`config.mk`:
```
export PLATFORM = sky130hd
export DESIGN_NAME = divider_arbiter_q4_4
export DESIGN_NICKNAME = d
export VERILOG_FILES = /design/src/rtl/divider_arbiter_q4_4.sv
export SDC_FILE = /design/constraint.sdc
export NUM_CORES = 1
export LEC_CHECK = 0
export CAP_MARGIN = 20
export CORE_AREA = 2 2 72 88
export CTS_CLUSTER_SIZE = 12
export DETAILED_ROUTE_END_ITERATION = 12
export DIE_AREA = 0 0 74 90
export PLACE_DENSITY = 0.76
export SLEW_MARGIN = 20
export SYNTH_ARGS = -nofsm -noshare
export SYNTH_HDL_FRONTEND = slang
export SYNTH_SLANG_ARGS = --single-unit
```
`constraint.sdc`:
```
create_clock -name clk -period 1.5 [get_ports clk]
set_input_delay 0.3 -clock clk [delete_from_list [all_inputs] [get_ports clk]]
set_output_delay 0.3 -clock clk [all_outputs]
set_load 0.01 [all_outputs]
```
`src/rtl/divider_arbiter_q4_4.sv`:
```
`default_nettype none
// ============================================================================
// Module      : divider_arbiter_q4_4
// Description : Round-robin arbiter/sequencer sharing one Q4.4 signed
//               Goldschmidt divider among NUM_REQ requesters. One division
//               is in flight at a time; results come back tagged with the
//               index of the requester that was granted.
// Revision    : 1.0 - initial release
// ----------------------------------------------------------------------------
// Parameters  : NUM_REQ (2..8), TIMEOUT_CYCLES (WAIT watchdog limit)
// Macro       : DIV_ARB_TIMEOUT_EN - enables the WAIT-state watchdog
// Ports       : clk, rst (sync, active high)
//               req/req_numerator/req_denominator - requester side
//               gnt, rsp_valid, rsp_id, rsp_quotient, rsp_error,
//               rsp_timeout, busy                  - requester side outputs
//               div_start/div_numerator/div_denominator - to divider
//               div_quotient/div_valid/div_error        - from divider
// ============================================================================
module divider_arbiter_q4_4 #(
    parameter  int NUM_REQ        = 4,
    parameter  int TIMEOUT_CYCLES = 63,
    localparam int ID_W           = $clog2(NUM_REQ)
) (
    input  logic                 clk,
    input  logic                 rst,
    input  logic [NUM_REQ-1:0]   req,
    input  logic [8*NUM_REQ-1:0] req_numerator,
    input  logic [8*NUM_REQ-1:0] req_denominator,
    output logic [NUM_REQ-1:0]   gnt,
    output logic                 rsp_valid,
    output logic [ID_W-1:0]      rsp_id,
    output logic [7:0]           rsp_quotient,
    output logic                 rsp_error,
    output logic                 rsp_timeout,
    output logic                 busy,
    output logic                 div_start,
    output logic [7:0]           div_numerator,
    output logic [7:0]           div_denominator,
    input  logic [7:0]           div_quotient,
    input  logic                 div_valid,
    input  logic                 div_error
);

    typedef enum logic [1:0] {
        ST_IDLE    = 2'd0,
        ST_ISSUE   = 2'd1,
        ST_WAIT    = 2'd2,
        ST_RESPOND = 2'd3
    } state_t;

    // After reset the search starts at last_id+1, so requester 0 leads.
    localparam logic [ID_W-1:0] c_LAST_ID_RST = ID_W'(NUM_REQ - 1);

    if (NUM_REQ < 2 || NUM_REQ > 8 || TIMEOUT_CYCLES < 1) begin : g_param_check
        $error("divider_arbiter_q4_4: parameter out of range");
    end

    // Per-requester operand views
    logic [7:0] w_num_arr [NUM_REQ];
    logic [7:0] w_den_arr [NUM_REQ];

    for (genvar gi = 0; gi < NUM_REQ; gi++) begin : g_unpack
        assign w_num_arr[gi] = req_numerator[8*gi +: 8];
        assign w_den_arr[gi] = req_denominator[8*gi +: 8];
    end

    state_t              r_state_q,     w_state_d;
    logic [ID_W-1:0]     r_last_id_q,   w_last_id_d;
    logic [ID_W-1:0]     r_cur_id_q,    w_cur_id_d;
    logic [7:0]          r_div_num_q,   w_div_num_d;
    logic [7:0]          r_div_den_q,   w_div_den_d;
    logic [NUM_REQ-1:0]  r_gnt_q,       w_gnt_d;
    logic                r_div_start_q, w_div_start_d;
    logic                r_rsp_valid_q, w_rsp_valid_d;
    logic [ID_W-1:0]     r_rsp_id_q,    w_rsp_id_d;
    logic [7:0]          r_rsp_quot_q,  w_rsp_quot_d;
    logic                r_rsp_err_q,   w_rsp_err_d;
    logic                r_busy_q,      w_busy_d;
`ifdef DIV_ARB_TIMEOUT_EN
    localparam int c_TMR_W = $clog2(TIMEOUT_CYCLES + 1);
    logic [c_TMR_W-1:0]  r_tmr_q,       w_tmr_d;
    logic                r_rsp_to_q,    w_rsp_to_d;
`endif

    // Round-robin winner: scan offsets from the far end back towards
    // last_id+1 so the nearest pending requester overwrites the rest.
    logic [ID_W-1:0] w_win_id;

    always_comb begin
        int idx;
        idx      = 0;
        w_win_id = '0;
        for (int off = NUM_REQ; off >= 1; off--) begin
            idx = (int'(r_last_id_q) + off) % NUM_REQ;
            if (req[idx[ID_W-1:0]]) begin
                w_win_id = idx[ID_W-1:0];
            end
        end
    end

    always_comb begin
        w_state_d     = r_state_q;
        w_last_id_d   = r_last_id_q;
        w_cur_id_d    = r_cur_id_q;
        w_div_num_d   = r_div_num_q;
        w_div_den_d   = r_div_den_q;
        w_gnt_d       = '0;
        w_div_start_d = 1'b0;
        w_rsp_valid_d = 1'b0;
        w_rsp_id_d    = r_rsp_id_q;
        w_rsp_quot_d  = r_rsp_quot_q;
        w_rsp_err_d   = r_rsp_err_q;
`ifdef DIV_ARB_TIMEOUT_EN
        w_tmr_d       = r_tmr_q;
        w_rsp_to_d    = r_rsp_to_q;
`endif
        case (r_state_q)
            ST_IDLE: begin
                if (|req) begin
                    w_state_d     = ST_ISSUE;
                    w_cur_id_d    = w_win_id;
                    w_last_id_d   = w_win_id;
                    w_div_num_d   = w_num_arr[w_win_id];
                    w_div_den_d   = w_den_arr[w_win_id];
                    // gnt and start are registered so they land in ISSUE
                    w_gnt_d       = {{(NUM_REQ-1){1'b0}}, 1'b1} << w_win_id;
                    w_div_start_d = 1'b1;
                end
            end
            ST_ISSUE: begin
                w_state_d = ST_WAIT;
`ifdef DIV_ARB_TIMEOUT_EN
                w_tmr_d   = '0;
`endif
            end
            ST_WAIT: begin
                // A real divider answer has priority over watchdog expiry
                if (div_valid) begin
                    w_state_d     = ST_RESPOND;
                    w_rsp_valid_d = 1'b1;
                    w_rsp_id_d    = r_cur_id_q;
                    w_rsp_quot_d  = div_quotient;
                    w_rsp_err_d   = div_error;
`ifdef DIV_ARB_TIMEOUT_EN
                    w_rsp_to_d    = 1'b0;
                end else if (r_tmr_q == c_TMR_W'(TIMEOUT_CYCLES)) begin
                    w_state_d     = ST_RESPOND;
                    w_rsp_valid_d = 1'b1;
                    w_rsp_id_d    = r_cur_id_q;
                    w_rsp_quot_d  = 8'h00;
                    w_rsp_err_d   = 1'b1;
                    w_rsp_to_d    = 1'b1;
                end else begin
                    w_tmr_d       = r_tmr_q + 1'b1;
`endif
                end
            end
            ST_RESPOND: begin
                w_state_d = ST_IDLE;
            end
            default: begin
                w_state_d = ST_IDLE;
            end
        endcase
        w_busy_d = (w_state_d != ST_IDLE);
    end

    always_ff @(posedge clk) begin
        if (rst) begin
            r_state_q     <= ST_IDLE;
            r_last_id_q   <= c_LAST_ID_RST;
            r_cur_id_q    <= '0;
            r_div_num_q   <= '0;
            r_div_den_q   <= '0;
            r_gnt_q       <= '0;
            r_div_start_q <= 1'b0;
            r_rsp_valid_q <= 1'b0;
            r_rsp_id_q    <= '0;
            r_rsp_quot_q  <= '0;
            r_rsp_err_q   <= 1'b0;
            r_busy_q      <= 1'b0;
`ifdef DIV_ARB_TIMEOUT_EN
            r_tmr_q       <= '0;
            r_rsp_to_q    <= 1'b0;
`endif
        end else begin
            r_state_q     <= w_state_d;
            r_last_id_q   <= w_last_id_d;
            r_cur_id_q    <= w_cur_id_d;
            r_div_num_q   <= w_div_num_d;
            r_div_den_q   <= w_div_den_d;
            r_gnt_q       <= w_gnt_d;
            r_div_start_q <= w_div_start_d;
            r_rsp_valid_q <= w_rsp_valid_d;
            r_rsp_id_q    <= w_rsp_id_d;
            r_rsp_quot_q  <= w_rsp_quot_d;
            r_rsp_err_q   <= w_rsp_err_d;
            r_busy_q      <= w_busy_d;
`ifdef DIV_ARB_TIMEOUT_EN
            r_tmr_q       <= w_tmr_d;
            r_rsp_to_q    <= w_rsp_to_d;
`endif
        end
    end

    assign gnt             = r_gnt_q;
    assign div_start       = r_div_start_q;
    assign div_numerator   = r_div_num_q;
    assign div_denominator = r_div_den_q;
    assign rsp_valid       = r_rsp_valid_q;
    assign rsp_id          = r_rsp_id_q;
    assign rsp_quotient    = r_rsp_quot_q;
    assign rsp_error       = r_rsp_err_q;
    assign busy            = r_busy_q;
`ifdef DIV_ARB_TIMEOUT_EN
    assign rsp_timeout     = r_rsp_to_q;
`else
    assign rsp_timeout     = 1'b0;
`endif

endmodule
`default_nettype wire
```
==> metrics.md <==
| Metric | Value |
|---|---|
| Highest-count cells in the layout ignoring fill and taps | `95 x clkdlybuf4s50_1, 40 x nand2_1, 38 x dfxtp_1, 24 x mux2i_1, 19 x buf_4` |
| Core area | `5860 sq um` |
| Htree depth | `2` |
| Leakage power | `1.66 nW` |
| Failing checks | `setup timing` |
| Initial DRC count | `40` |
| Clock Skew | `2.62 ps` |
| Pwr dens | `1530 nW/um^2` |
| Most frequent CP cell | `buf_6` |
| Core Util, Final | `62.1%` |
| Vias per cell | `4.65` |
| Max frequency | `0.606 GHz` |
| Port Buffer Count | `113` |
| DP Worst Slack | `-652 ps` |
| DRT Pass-1 Iters | `4` |
| CP required | `1660 ps` |
| Antenna-violating nets left | `0` |
| Hpwl dp | `4070 um` |
| Row count | `31` |
| Synth Warn # | `0` |
| # nets final | `424` |
| Ant. Diodes | `0` |
| Type of the worst min-delay path | `register to register` |
| Synth-to-Final Area Change | `88.2%` |
| Sequential area share after synthesis | `41.4%` |
| R2R cell count | `8` |
| Layout cells sized above 1 | `22.3%` |
| Critical Path Max Stage Delay | `360 ps` |
| Global placer's final weighted congestion | `0.744` |
| Final min period | `1650 ps` |
| Num ports | `115` |
| Clk slew on worst S/H paths | `70 ps` |
| Setup ws final | `-151 ps` |
| Commonest non-fill, non-tap cell in the layout | `clkdlybuf4s50_1` |
| Kind of critical path | `register to register` |
| Endpoint class of the critical path | `register` |
| Post-synthesis net count | `284` |
| Syn Area/Cell | `9.62 sq um` |
| RR Startpoint | `r_last_id_q[0]` |
| Capturing point of the worst reg2reg path | `div_denominator[1]` |
| CTS tree | `done` |
| Hold Buf Count CTS | `0` |
| Clock Path Buffers | `2` |
| CP Cell Sequence | `nand2b_4 -> o21ai_4 -> a211oi_4 -> buf_6 -> buf_6 -> buf_12 -> mux2i_2 -> o221ai_1` |
| Die height | `90 um` |
| Final setup viols | `17` |
| Initial antenna violation count | `0` |
| Starting density of the core | `33.0%` |
| Die area | `6660 sq um` |
| Syn Std Cell Area | `1930 sq um` |
| Overall die width | `74 um` |
| Cts bufs inserted | `5` |
| Critical path peak fanout | `6` |
| Fin. Hold Viols | `0` |
| Synth Instances | `201` |
| Vias in the first global route | `1951` |
| DR DRC count | `0` |
| Critical Path Start Type | `register` |
| Total track usage | `17.3%` |
| Hold Path Sink | `rsp_quotient[0]` |
| Worst EP arrival | `1810 ps` |
| Slew Limit Fails | `0` |
| Hold Path Depth | `2` |
| Reg2reg setup slack | `-150 ps` |
| Design Power | `0.00555 W` |
| Hold_sp | `rsp_quotient[0]` |
| RSZ-0062 raised after global routing | `true` |
| GRT overflow | `0` |
| Status | `complete, but fails checks` |
| Slowest cell on the critical path | `dfxtp_2` |
| Period utilisation layout | `110%` |
| Worst skew pair latency | `280 ps` |
| Clock sinks | `40` |
| Largest net degree at the start of global routing | `18` |
| Root Buffer Master | `clkbuf_8` |
| Flops & latches, synth | `40` |
| First-pass GRT wire length | `9060 um` |
| WL/cell | `13.2 um` |
| CP top delay family | `compound AO/OA/AOI/OAI gates` |
| Max-Cap Viols | `0` |
| Max rail drop VDD | `811 uV` |
| Routed vias | `1965` |
| Post-synthesis cell type count | `34` |
| Post-Route WL | `5580 um` |
| Buf+Inv Stages, Crit Path | `3` |
[state kept, by name, summed over array words and instances (netlist names)]
name	cells
r_state_q	2
busy	1
rsp_id	2
gnt	4
rsp_valid	1
rsp_error	1
div_numerator	8
div_start	1
rsp_quotient	8
div_denominator	8
r_last_id_q	2
r_cur_id_q	2
[worst reg2reg max path: cells and delay by family (launching register included)]
family / cells / cell delay, ps
muxes: 1 / 220
AOI/OAI and AO/OA: 3 / 400
buffers and inverters: 3 / 390
DFF: 1 / 360
and+or+nand+nor: 1 / 150
[cell type report]
class,count,area (sq um)
clock buffer,7,96.3
fill,533,2220
inverter,4,15.0
multi-input combinational,145,1110
sequential,40,803
tap,82,103
timing repair buffer,145,1510
[stage by stage]
stage	hold WS [ps]	instances	instance area, sq um	TNS, ps
finish	452	423	3640	-1820
global route	473	423	3640	-3270
floorplan	396	201	1940	0
CTS	448	423	3570	-1610
global placement	437	406	3260	-13570
detailed placement	436	406	3260	-15060
[repair_timing]
action,4_1_cts,5_1_grt
cloned,3,0
gates resized for setup,27,31
pin swaps,12,6
setup endpoints to repair,26,38
buffers inserted,8,1
[how the worst max path moves through the flow]
stage	startpoint	to	slack, ps	cells past startpoint
after floorplan	req[1]	div_denominator[0]	2	5
after global placement	req[3]	div_numerator[2]	-610	7
after detailed placement	req[3]	div_numerator[2]	-650	7
after CTS	r_last_id_q[0]	div_numerator[0]	-120	8
after global routing	r_last_id_q[0]	div_denominator[4]	-240	8
final	r_last_id_q[0]	div_denominator[1]	-150	8
[synth_stat cells]
master	count	share of area, %
a211o_1	1	0.45
a211oi_2	1	0.65
a21oi_1	13	3.4
a22o_1	1	0.45
a311o_2	1	0.58
a311oi_4	1	1.4
and2_1	2	0.65
buf_1	1	0.19
buf_4	1	0.39
buf_6	5	2.9
buf_8	2	1.6
clkbuf_1	3	0.58
conb_1	1	0.19
dfxtp_1	40	41
ha_1	3	1.9
inv_1	4	0.78
mux2i_1	33	17
nand2_1	40	7.8
nand2_2	2	0.65
nand2b_1	2	0.65
nand2b_2	1	0.45
nand2b_4	1	0.71
nor2_1	13	2.5
nor2_2	2	0.65
nor2b_1	3	0.97
nor3_1	3	0.78
nor3b_1	1	0.39
nor4_2	1	0.65
o21ai_2	1	0.45
o21bai_1	1	0.39
o221ai_1	12	5.4
o221ai_2	3	2.3
or2_1	1	0.32
or2_2	1	0.32
[power by group]
part	total (W)	switching [W]	leakage, nW	internal (W)
combinational	0.00315	0.00131	1.28	0.00184
clock	0.000757	0.000347	0.0503	0.000409
sequential	0.00165	0.000195	0.328	0.00145
total	0.00555	0.00185	1.66	0.00370
[kinds of logic after synthesis]
group                      Yosys count  synth area share, %
muxes                               33                 17.1
AOI/OAI and AO/OA                   35                 15.5
DFF                                 40                 41.4
other                                1                0.194
buffers and inverters               16                 6.41
and+or+nand+nor                     73                 17.5
adders and majority gates            3                 1.94
[routing by layer]
metal / vias up / track usage, % / share of wire [%]
met3: 8 / 3.92 / 7.2
met4: 0 / 5.61 / 1.7
met2: 69 / 31.0 / 53
li1: 985 / - / -
met5: - / 0 / 0
met1: 903 / 19.6 / 38
No activity file was read; power rests on OpenSTA's default activity.
